===== src/rtl/key_debounce_pkg.sv =====
// key_debounce_pkg
//   Shared definitions for the key debouncer: the per-channel FSM state
//   encoding, default timing constants and a counter-width helper.
package key_debounce_pkg;

  typedef enum logic [1:0] {
    ST_IDLE         = 2'd0,
    ST_PRESS_WAIT   = 2'd1,
    ST_HELD         = 2'd2,
    ST_RELEASE_WAIT = 2'd3
  } key_state_e;

  localparam int unsigned DEF_N_KEYS          = 2;
  localparam int unsigned DEF_DEBOUNCE_CYCLES = 1000000;   // 10 ms at 100 MHz
  localparam int unsigned DEF_HOLD_CYCLES     = 50000000;  // 500 ms before first repeat
  localparam int unsigned DEF_REPEAT_CYCLES   = 10000000;  // 100 ms between repeats

  // Bits needed for a counter that runs 0 .. max_count-1 (at least 1 bit).
  function automatic int unsigned cnt_width(input int unsigned max_count);
    return (max_count <= 2) ? 1 : $clog2(max_count);
  endfunction

endpackage


===== src/rtl/key_debounce_if.sv =====
// key_debounce_if
//   Bundles the raw key inputs and the per-key event outputs of the debouncer.
//   master: the side that owns the buttons and consumes the events.
//   slave : the debouncer itself.
//   key_i     raw active-low buttons (0 = pressed)
//   state_o   debounced level, 1 = pressed
//   press_o   one-cycle pulse on accepted press
//   release_o one-cycle pulse on accepted release
//   repeat_o  one-cycle auto-repeat pulse while held
interface key_debounce_if #(
  parameter int unsigned N_KEYS = key_debounce_pkg::DEF_N_KEYS
) ();

  logic [N_KEYS-1:0] key_i;
  logic [N_KEYS-1:0] state_o;
  logic [N_KEYS-1:0] press_o;
  logic [N_KEYS-1:0] release_o;
  logic [N_KEYS-1:0] repeat_o;

  modport master (
    output key_i,
    input  state_o, press_o, release_o, repeat_o
  );

  modport slave (
    input  key_i,
    output state_o, press_o, release_o, repeat_o
  );

endinterface


===== src/rtl/key_debounce_ch.sv =====
// key_debounce_ch
//   One key channel: 2-flop synchronizer, debounce FSM, hold/repeat timers.
//   clk100_i   system clock (rising edge)
//   rstn_i     asynchronous active-low reset
//   key_i      raw active-low button
//   state_o    debounced level, 1 = pressed
//   press_o    registered one-cycle press pulse
//   release_o  registered one-cycle release pulse
//   repeat_o   registered one-cycle auto-repeat pulse
module key_debounce_ch
  import key_debounce_pkg::*;
#(
  parameter int unsigned DEBOUNCE_CYCLES = DEF_DEBOUNCE_CYCLES,
  parameter int unsigned HOLD_CYCLES     = DEF_HOLD_CYCLES,
  parameter int unsigned REPEAT_CYCLES   = DEF_REPEAT_CYCLES
) (
  input  logic clk100_i,
  input  logic rstn_i,
  input  logic key_i,
  output logic state_o,
  output logic press_o,
  output logic release_o,
  output logic repeat_o
);

  localparam int unsigned DEB_W  = cnt_width(DEBOUNCE_CYCLES);
  localparam int unsigned HOLD_W = cnt_width(HOLD_CYCLES);
  localparam int unsigned REP_W  = cnt_width(REPEAT_CYCLES);
  localparam bit          REPEAT_EN = (HOLD_CYCLES != 0);

  localparam logic [DEB_W-1:0]  DEB_LAST  = DEB_W'(DEBOUNCE_CYCLES - 1);
  localparam logic [HOLD_W-1:0] HOLD_LAST = HOLD_W'(REPEAT_EN ? HOLD_CYCLES - 1 : 0);
  localparam logic [REP_W-1:0]  REP_LAST  = REP_W'(REPEAT_CYCLES - 1);

  logic [1:0]        sync_q;
  logic              key_s;
  key_state_e        state_q,     state_d;
  logic [DEB_W-1:0]  deb_cnt_q,   deb_cnt_d;
  logic [HOLD_W-1:0] hold_cnt_q,  hold_cnt_d;
  logic [REP_W-1:0]  rep_cnt_q,   rep_cnt_d;
  logic              repeating_q, repeating_d;
  logic              press_q,     press_d;
  logic              release_q,   release_d;
  logic              repeat_q,    repeat_d;

  // NOTE: synchronizer flops reset to 1 (released) so a key held through
  // reset is seen as a fresh falling edge and re-debounced afterwards.
  // NOTE: sequential state uses non-blocking assignments only, so every
  // register samples the pre-edge value of every other register.
  always_ff @(posedge clk100_i or negedge rstn_i) begin
    if (!rstn_i) begin
      sync_q <= 2'b11;
    end else begin
      sync_q <= {sync_q[0], key_i};
    end
  end

  assign key_s = sync_q[1];

  always_ff @(posedge clk100_i or negedge rstn_i) begin
    if (!rstn_i) begin
      state_q     <= ST_IDLE;
      deb_cnt_q   <= '0;
      hold_cnt_q  <= '0;
      rep_cnt_q   <= '0;
      repeating_q <= 1'b0;
      press_q     <= 1'b0;
      release_q   <= 1'b0;
      repeat_q    <= 1'b0;
    end else begin
      state_q     <= state_d;
      deb_cnt_q   <= deb_cnt_d;
      hold_cnt_q  <= hold_cnt_d;
      rep_cnt_q   <= rep_cnt_d;
      repeating_q <= repeating_d;
      press_q     <= press_d;
      release_q   <= release_d;
      repeat_q    <= repeat_d;
    end
  end

  // NOTE: every signal written here gets a default first, so no path
  // leaves a value unassigned and no latch is inferred.
  always_comb begin
    state_d     = state_q;
    deb_cnt_d   = deb_cnt_q;
    hold_cnt_d  = hold_cnt_q;
    rep_cnt_d   = rep_cnt_q;
    repeating_d = repeating_q;
    press_d     = 1'b0;
    release_d   = 1'b0;
    repeat_d    = 1'b0;

    unique case (state_q)
      ST_IDLE: begin
        if (!key_s) begin
          state_d   = ST_PRESS_WAIT;
          deb_cnt_d = '0;
        end
      end

      ST_PRESS_WAIT: begin
        if (key_s) begin
          state_d = ST_IDLE;
        end else if (deb_cnt_q == DEB_LAST) begin
          state_d     = ST_HELD;
          press_d     = 1'b1;
          hold_cnt_d  = '0;
          rep_cnt_d   = '0;
          repeating_d = 1'b0;
        end else begin
          deb_cnt_d = deb_cnt_q + 1'b1;
        end
      end

      ST_HELD: begin
        if (key_s) begin
          // Hold/repeat counters keep their values while the release is
          // being qualified; a bounce resumes the schedule where it stopped.
          state_d   = ST_RELEASE_WAIT;
          deb_cnt_d = '0;
        end else if (REPEAT_EN) begin
          // Counters stop at their terminal value instead of wrapping, so
          // the first-repeat phase can never fire a second time.
          if (!repeating_q) begin
            if (hold_cnt_q == HOLD_LAST) begin
              repeat_d    = 1'b1;
              repeating_d = 1'b1;
              rep_cnt_d   = '0;
            end else begin
              hold_cnt_d = hold_cnt_q + 1'b1;
            end
          end else if (rep_cnt_q == REP_LAST) begin
            repeat_d  = 1'b1;
            rep_cnt_d = '0;
          end else begin
            rep_cnt_d = rep_cnt_q + 1'b1;
          end
        end
      end

      ST_RELEASE_WAIT: begin
        if (!key_s) begin
          state_d = ST_HELD;
        end else if (deb_cnt_q == DEB_LAST) begin
          state_d   = ST_IDLE;
          release_d = 1'b1;
        end else begin
          deb_cnt_d = deb_cnt_q + 1'b1;
        end
      end

      default: state_d = ST_IDLE;
    endcase
  end

  assign state_o   = (state_q == ST_HELD) || (state_q == ST_RELEASE_WAIT);
  assign press_o   = press_q;
  assign release_o = release_q;
  assign repeat_o  = repeat_q;

endmodule


===== src/rtl/key_debounce.sv =====
// key_debounce
//   N_KEYS independent push-button debouncers with press/release/auto-repeat
//   events. One key_debounce_ch instance per key.
//   clk100_i  system clock (rising edge)
//   rstn_i    asynchronous active-low reset
//   bus       key_debounce_if.slave: key_i in; state_o, press_o,
//             release_o, repeat_o out (all N_KEYS wide)
module key_debounce
  import key_debounce_pkg::*;
#(
  parameter int unsigned N_KEYS          = DEF_N_KEYS,
  parameter int unsigned DEBOUNCE_CYCLES = DEF_DEBOUNCE_CYCLES,
  parameter int unsigned HOLD_CYCLES     = DEF_HOLD_CYCLES,
  parameter int unsigned REPEAT_CYCLES   = DEF_REPEAT_CYCLES
) (
  input logic          clk100_i,
  input logic          rstn_i,
  key_debounce_if.slave bus
);

  for (genvar g = 0; g < N_KEYS; g++) begin : g_ch
    key_debounce_ch #(
      .DEBOUNCE_CYCLES (DEBOUNCE_CYCLES),
      .HOLD_CYCLES     (HOLD_CYCLES),
      .REPEAT_CYCLES   (REPEAT_CYCLES)
    ) u_ch (
      .clk100_i  (clk100_i),
      .rstn_i    (rstn_i),
      .key_i     (bus.key_i[g]),
      .state_o   (bus.state_o[g]),
      .press_o   (bus.press_o[g]),
      .release_o (bus.release_o[g]),
      .repeat_o  (bus.repeat_o[g])
    );
  end

endmodule


===== src/flat_wrapper.sv =====
// flat-port wrapper written by rule: the top's interface ports become plain ports
module key_debounce_flat import key_debounce_pkg::*;
#(
  parameter int unsigned N_KEYS          = DEF_N_KEYS,
  parameter int unsigned DEBOUNCE_CYCLES = DEF_DEBOUNCE_CYCLES,
  parameter int unsigned HOLD_CYCLES     = DEF_HOLD_CYCLES,
  parameter int unsigned REPEAT_CYCLES   = DEF_REPEAT_CYCLES
)
  (clk100_i, rstn_i, bus_key_i, bus_state_o, bus_press_o, bus_release_o, bus_repeat_o);
  key_debounce_if #(.N_KEYS(N_KEYS)) bus_i ();
  input logic clk100_i;
  input logic rstn_i;
  input wire logic [$bits(bus_i.key_i)-1:0] bus_key_i;
  output wire logic [$bits(bus_i.state_o)-1:0] bus_state_o;
  output wire logic [$bits(bus_i.press_o)-1:0] bus_press_o;
  output wire logic [$bits(bus_i.release_o)-1:0] bus_release_o;
  output wire logic [$bits(bus_i.repeat_o)-1:0] bus_repeat_o;
  assign bus_i.key_i = bus_key_i;
  assign bus_state_o = bus_i.state_o;
  assign bus_press_o = bus_i.press_o;
  assign bus_release_o = bus_i.release_o;
  assign bus_repeat_o = bus_i.repeat_o;
  key_debounce #(.N_KEYS(N_KEYS), .DEBOUNCE_CYCLES(DEBOUNCE_CYCLES), .HOLD_CYCLES(HOLD_CYCLES), .REPEAT_CYCLES(REPEAT_CYCLES)) u_core (.clk100_i(clk100_i), .rstn_i(rstn_i), .bus(bus_i));
endmodule

===== config.mk =====
export PLATFORM = sky130hd
export DESIGN_NAME = key_debounce_flat
export DESIGN_NICKNAME = d
export VERILOG_FILES = /design/src/rtl/key_debounce_pkg.sv /design/src/rtl/key_debounce_if.sv /design/src/rtl/key_debounce_ch.sv /design/src/rtl/key_debounce.sv /design/src/flat_wrapper.sv
export SDC_FILE = /design/constraint.sdc
export NUM_CORES = 1
export LEC_CHECK = 0
export CORE_UTILIZATION = 30
export CTS_BUF_LIST = sky130_fd_sc_hd__clkbuf_8
export CTS_CLUSTER_DIAMETER = 100
export DETAILED_ROUTE_END_ITERATION = 12
export REMOVE_ABC_BUFFERS = 1
export SLEW_MARGIN = 20
export SYNTH_ARGS = -nofsm -noshare
export SYNTH_HDL_FRONTEND = slang
export SYNTH_HIERARCHICAL = 1
export SYNTH_SLANG_ARGS = --single-unit

===== constraint.sdc =====
create_clock -name clk100_i -period 3.2 [get_ports clk100_i]
set_clock_uncertainty 0.1 [all_clocks]
set_input_delay 0.64 -clock clk100_i [delete_from_list [all_inputs] [get_ports clk100_i]]
set_output_delay 0.64 -clock clk100_i [all_outputs]
set_load 0.05 [all_outputs]

* Yosys cells after proc, flatten, opt, wreduce, memory -nomap -nowiden
Index checks and enable logic that the tools add are counted.
** Operators by class
- Add/subtract/negate cells :: 6
- Equality and inequality tests :: 34
- Mux-type cells :: 82
- Reduce and logical (&&, ||, !) cells :: 16
** Operators by type and width (count)
- 2-to-1 mux 24 bit :: 12
- 2-to-1 mux 26 bit :: 10
- 2-to-1 mux 20 bit :: 10
- case mux 20 bit (4 select lines) :: 2
- case mux 26 bit (2 select lines) :: 2
- case mux 24 bit (2 select lines) :: 2
- adder 26 x 1 -> 26 bit, second input constant :: 2
- == test 26 bit, second input constant :: 2
- adder 24 x 1 -> 24 bit, second input constant :: 2
- == test 24 bit, second input constant :: 2
- adder 20 x 1 -> 20 bit, second input constant :: 2
- == test 20 bit, second input constant :: 2
- != test 2 bit, second input constant :: 16
- 2-to-1 mux 1 bit :: 28
- 2-to-1 mux 2 bit :: 12
- AND reduction 4 bit :: 6
- != test 3 bit, second input constant :: 6
- case mux 2 bit (4 select lines) :: 2
- AND reduction 6 bit :: 2
- AND reduction 5 bit :: 2
- == test 2 bit, second input constant :: 4
- == test 2 x 1 -> 1 bit, second input constant :: 2
- logical NOT 2 bit :: 2
- case mux 1 bit (2 select lines) :: 2
- other kinds (2) :: 4
** Word-level totals
- Register bits :: 156
- Input port bits :: 4
- Output and inout bits :: 8
- Word-level logic and storage cells :: 156

* Longest topological paths before layout
Gate-level depths: netlist of the first run.
- Depth in word-level cells :: 5
- Depth in mapped cells :: 9
- Gate-level depth less buffers :: 7

* Hierarchy
The synthesis of the first run kept the hierarchy.
** Modules (own cells, without submodules)
- key_debounce_ch (u_core.g_ch[0].u_ch) :: times used 1, cells each 492, area an instance 4398.0 sq um, sequential area each 1954.4 sq um
- key_debounce_ch (u_core.g_ch[1].u_ch) :: times used 1, cells each 466, area an instance 4388.0 sq um, sequential area each 1954.4 sq um

* Worst setup path before layout of the first run
No wires, ideal clock.
- Kind :: flip-flop to flip-flop
- Start :: register u_core.g_ch[1].u_ch.deb_cnt_q[15]
- End :: register u_core.g_ch[1].u_ch.deb_cnt_q[3]
- Arrival time :: 2148 ps
- Slack :: 817 ps
- Stages on the path, launching flop included :: 8
- Cells stage by stage :: dfrtp_1 > or4_4 > or4_4 > o31a_1 > buf_6 > nand4_1 > xor2_1 > nor2_1
** Between the ends
- Longest elaborated chain between the ends :: 4
- Elaborated cells on any way between the ends :: 5
- Those cells by class :: eq/ne (1); mux (4)
** Ends and longest elaborated chain
- from (decl) :: RTL line key_debounce_ch.sv:38 : logic [DEB_W-1:0] deb_cnt_q, deb_cnt_d;
- from (signal assigned) :: RTL line key_debounce_ch.sv:72 : deb_cnt_q <= deb_cnt_d;
- == test 20 bit (*) :: RTL line key_debounce_ch.sv:105, key_debounce_ch.sv:145
- 2-to-1 mux 20 bit (*)
- 2-to-1 mux 20 bit (on tied branches)
- case mux 20 bit (4 select lines) (*)
Every way passes the cells marked *; elsewhere a longest branch is shown, timed or not. The select of a mux whose other input is x is not followed.
A chain may end at the register's enable or synchronous reset.

* Worst setup path in the final report of the first run
- Start :: register u_core.g_ch[1].u_ch.hold_cnt_q[0]
- End :: register u_core.g_ch[1].u_ch.rep_cnt_q[5]
** Between the ends
- Longest elaborated chain between the ends :: 3
** Ends and longest elaborated chain
- from (decl) :: RTL line key_debounce_ch.sv:39 : logic [HOLD_W-1:0] hold_cnt_q, hold_cnt_d;
- from (signal assigned) :: RTL line key_debounce_ch.sv:73 : hold_cnt_q <= hold_cnt_d;
- == test 26 bit :: RTL line key_debounce_ch.sv:126 : if (hold_cnt_q == HOLD_LAST) begin
- != test 3 bit (no line)
- AND reduction 5 bit (no line)
- to (signal assigned) :: RTL line key_debounce_ch.sv:74 : rep_cnt_q <= rep_cnt_d;
- to (decl) :: RTL line key_debounce_ch.sv:40 : logic [REP_W-1:0] rep_cnt_q, rep_cnt_d;
No other way between the ends.

==> results.cfg, run 1 <==
[timing]
finalWorstSetupSlack_ns = 0.416
tns_ns = 0
hold_viol = 0
worst_slew_pin_slew_ns = 1.05
finalMaxSlewViolations = 0
rsz0062_at_grt = no
setup_viol = 0
relSlewSlack_pct = 29.8
layout_min_cycle_time_ns = 2.78
fmax_mhz = 359
post-route-period-util_pct = 87.0

[setup_path]
reg2reg_from = u_core/g_ch[1].u_ch/hold_cnt_q[0]
cpPeakStageDelay_ns = 0.59
ff2ff_path_depth = 7
critical_path.cell_chain = ha_1 -> nand3_1 -> or2_2 -> or3_1 -> a21o_1 -> or4_1 -> a21oi_1
rrSetupSlack_ns = 0.42
start_kind = register
worstPathArrival_ns = 3.07
end_kind = register
path_class = register to register
critPathRequiredTime_ns = 3.49
cpMaxStageDelayCell = or3_1
path_max_fanout = 12
r2r_end = u_core/g_ch[1].u_ch/rep_cnt_q[5]

[global_route]
grt_util_met1_pct = 18.4
use_met3_pct = 2.62
grt_max_degree = 63
grt_pass1_wl_microns = 33400
overflow = 0
grt_pass1_vias = 6795
busiest_layer = met2
grt.total_usage_pct = 13.3
antenna_found_initial = 0
use_met2_pct = 20.7

[yosys]
syn-instance-count = 958
syn_area_sq_um = 8790
synth_enable_flop_cells = 0
yosys_warnings = 6
ys_seq_area_share_pct = 44.5
synth_top_area_share_pct = 43.3
synthTopCellsByArea = dfrtp_1 (43%), xnor2_1 (5.2%), a31oi_1 (4.3%)
ys_types = 68
synth_ff_type = dfrtp_1
synth_top_area_cell = dfrtp_1
ys_ff_latch = 156
ys_async_sr_fraction_pct = 100
synth_area_per_cell_sq_um = 9.17

[clocking]
cts_tree = built
cts_setup_buffers = 0
clock_latency_ns = 0.47
clk_pin_slew_ns = 0.08
htreeDepth = 4
cts_buffer_depth = 2
cts-resized-gates = 0
numClockSinks = 156
numCtsBuffers = 17
hold_buffers = 1
root_buffer = clkbuf_8

[layout]
drive_above_1_share_pct = 9.22
fill_cells = 2890
num_antenna_cells = 0
fin_area_sq_um = 9760
area_growth_pct = 11.1
nets = 963

[drt]
wl_per_cell_microns = 14.2
antenna_left = 0
post-route-drc-count = 0
vias_per_cell = 5.27
finalWirelength_microns = 19100
drt-initial-drc-count = 531
first_pass_iters = 7
num_vias = 7111

[placed_design]
place_hpwl_microns = 12700
dpl-instance-area_sq_um = 9300
place.gp.congestion = 0.794
portBuffers = 11
post-place-ws_ns = 0.446

[die]
io_pins = 12
dieWidth_microns = 173
die_h_microns = 173
initial_core_util_pct = 30.5
rows = 62
core_area_sq_um = 28800
die-area_sq_um = 30000

[status]
status = finished, final reports clean

[min_path]
min_from = u_core/g_ch[1].u_ch/sync_q[0]
hold_path_end = u_core/g_ch[1].u_ch/sync_q[1]
hold_path_class = register to register
whs_path_depth = 0

[power_and_ir_drop]
power.total_mw = 3.83
cellPowerDensity_nw_per_um2 = 393
leakage_nw = 3.71
peakVddDrop_mv = 0.272

[job]
drv_cap = 0
## worst max-delay path, delay by kind of cell (launching register included)
family / cells / cell delay (ns)
and+or+nand+nor: 4 / 1.59
adders and majority gates: 1 / 0.19
AOI/OAI and AO/OA: 2 / 0.45
DFF: 1 / 0.39
## placed cells by master (no fill, tap or decap), drive strengths merged, types with 12 or more instances in the layout
| master | instances |
|---|---|
| dfrtp | 152 |
| nor2 | 95 |
| nand2 | 90 |
| a31oi | 60 |
| xnor2 | 52 |
| nand3 | 46 |
| a21oi | 46 |
| nand4 | 39 |
| o21ai | 31 |
| nor3 | 28 |
| and3 | 25 |
| inv | 24 |
| nor4 | 23 |
| buf | 20 |
| clkbuf | 18 |
| xor2 | 18 |
| and2 | 14 |
| a211oi | 14 |
| and4 | 12 |
| or3 | 12 |
## kinds of logic after synthesis
family | Yosys count | synth area share, %
flops | 156 | 44.5
compound gates | 207 | 15.7
simple gates | 435 | 27.1
buf+inv | 77 | 3.99
xor+xnor | 70 | 6.98
mux | 7 | 0.840
fa+ha+maj | 6 | 0.854
## state kept, by name, summed over array words and instances, names as in the netlist, named ones only
register,cells
u_core/g_ch.u_ch/hold_cnt_q,52
u_core/g_ch.u_ch/deb_cnt_q,40
u_core/g_ch.u_ch/rep_cnt_q,48
u_core/g_ch.u_ch/state_q,2
u_core/g_ch.u_ch/release_o,2
u_core/g_ch.u_ch/sync_q,4
u_core/g_ch.u_ch/press_o,2
u_core/g_ch.u_ch/repeating_q,2
u_core/g_ch.u_ch/repeat_o,2
## per-stage QoR
| step | hold WS, ns | std cells | util, % |
|---|---|---|---|
| 2_1_floorplan | 0.244 | 903 | - |
| 3_3_place_gp | 0.246 | 1316 | 32.3 |
| 3_5_place_dp | 0.252 | 1317 | 32.3 |
| 4_1_cts | 0.265 | 1349 | 33.9 |
| 5_1_grt | 0.268 | 1349 | 33.9 |
| 6_report | 0.263 | 1349 | 33.9 |
## how the worst max path moves through the flow
| stage | from | endpoint | cells after the start | slack, ns |
|---|---|---|---|---|
| after global placement | u_core/g_ch[1].u_ch/hold_cnt_q[0] | u_core/g_ch[1].u_ch/rep_cnt_q[5] | 7 | 0.49 |
| final | u_core/g_ch[1].u_ch/hold_cnt_q[0] | u_core/g_ch[1].u_ch/rep_cnt_q[5] | 7 | 0.42 |
| after global routing | u_core/g_ch[1].u_ch/deb_cnt_q[0] | u_core/g_ch[1].u_ch/hold_cnt_q[10] | 7 | 0.21 |
| after CTS | u_core/g_ch[1].u_ch/hold_cnt_q[0] | u_core/g_ch[1].u_ch/rep_cnt_q[5] | 7 | 0.40 |
| after detailed placement | u_core/g_ch[1].u_ch/hold_cnt_q[0] | u_core/g_ch[1].u_ch/rep_cnt_q[5] | 7 | 0.45 |
| after floorplan | register | u_core/g_ch[1].u_ch/hold_cnt_q[16] | 6 | 0.25 |
## report_power, final
| group | total (mW) | internal [mW] | leakage (nW) | switching, mW |
|---|---|---|---|---|
| Sequential | 2.01 | 1.99 | 2.15 | 0.0272 |
| Combinational | 0.122 | 0.0341 | 1.33 | 0.0876 |
| Clock | 1.70 | 0.938 | 0.219 | 0.759 |
## cells in the mapped netlist (all sizes together), types with 4 or more instances
master     n
mux2i      4
a211oi    14
or2        6
nand2b     7
o21a      10
and4      12
a41oi      7
and2      14
a21o       9
xor2      18
nor4b     10
dfstp      4
a31oi     60
nand4     39
o21ai     31
nor3b      7
nor4      23
nor2      95
or3       12
ha         6
o31ai      4
or4        7
xnor2     52
dfrtp    152
buf       26
nor2b      6
a2111oi    8
inv       22
nand3     46
and3      25
clkbuf    29
nor3      28
nand2     90
a21oi     46
## per-layer routing
layer	vias up	wire length [microns]
met1	3501	9500
met5	-	0
li1	3497	-
met4	0	280
met2	93	8860
met3	20	499
## final cells by class
class                      instances  area, sq um  share of cell area (%)
sequential                       156         3910                    40.1
clock buffer                      18          248                    2.54
inverter                          22         82.6                   0.846
clock inverter                    13          201                    2.06
tap                              384          480                    4.92
timing repair buffer              31          293                    3.00
multi-input combinational        725         4550                    46.6
No activity file was read; power rests on OpenSTA's default activity.
==> inputs of run 2 (changes only) <==
ABC_CLOCK_PERIOD_IN_PS = 3200   (was not set)
GPL_ROUTABILITY_DRIVEN = 0   (was not set)
==> results of run 2 <==
Final layout, timing and power as in run 1 (identical DEF).
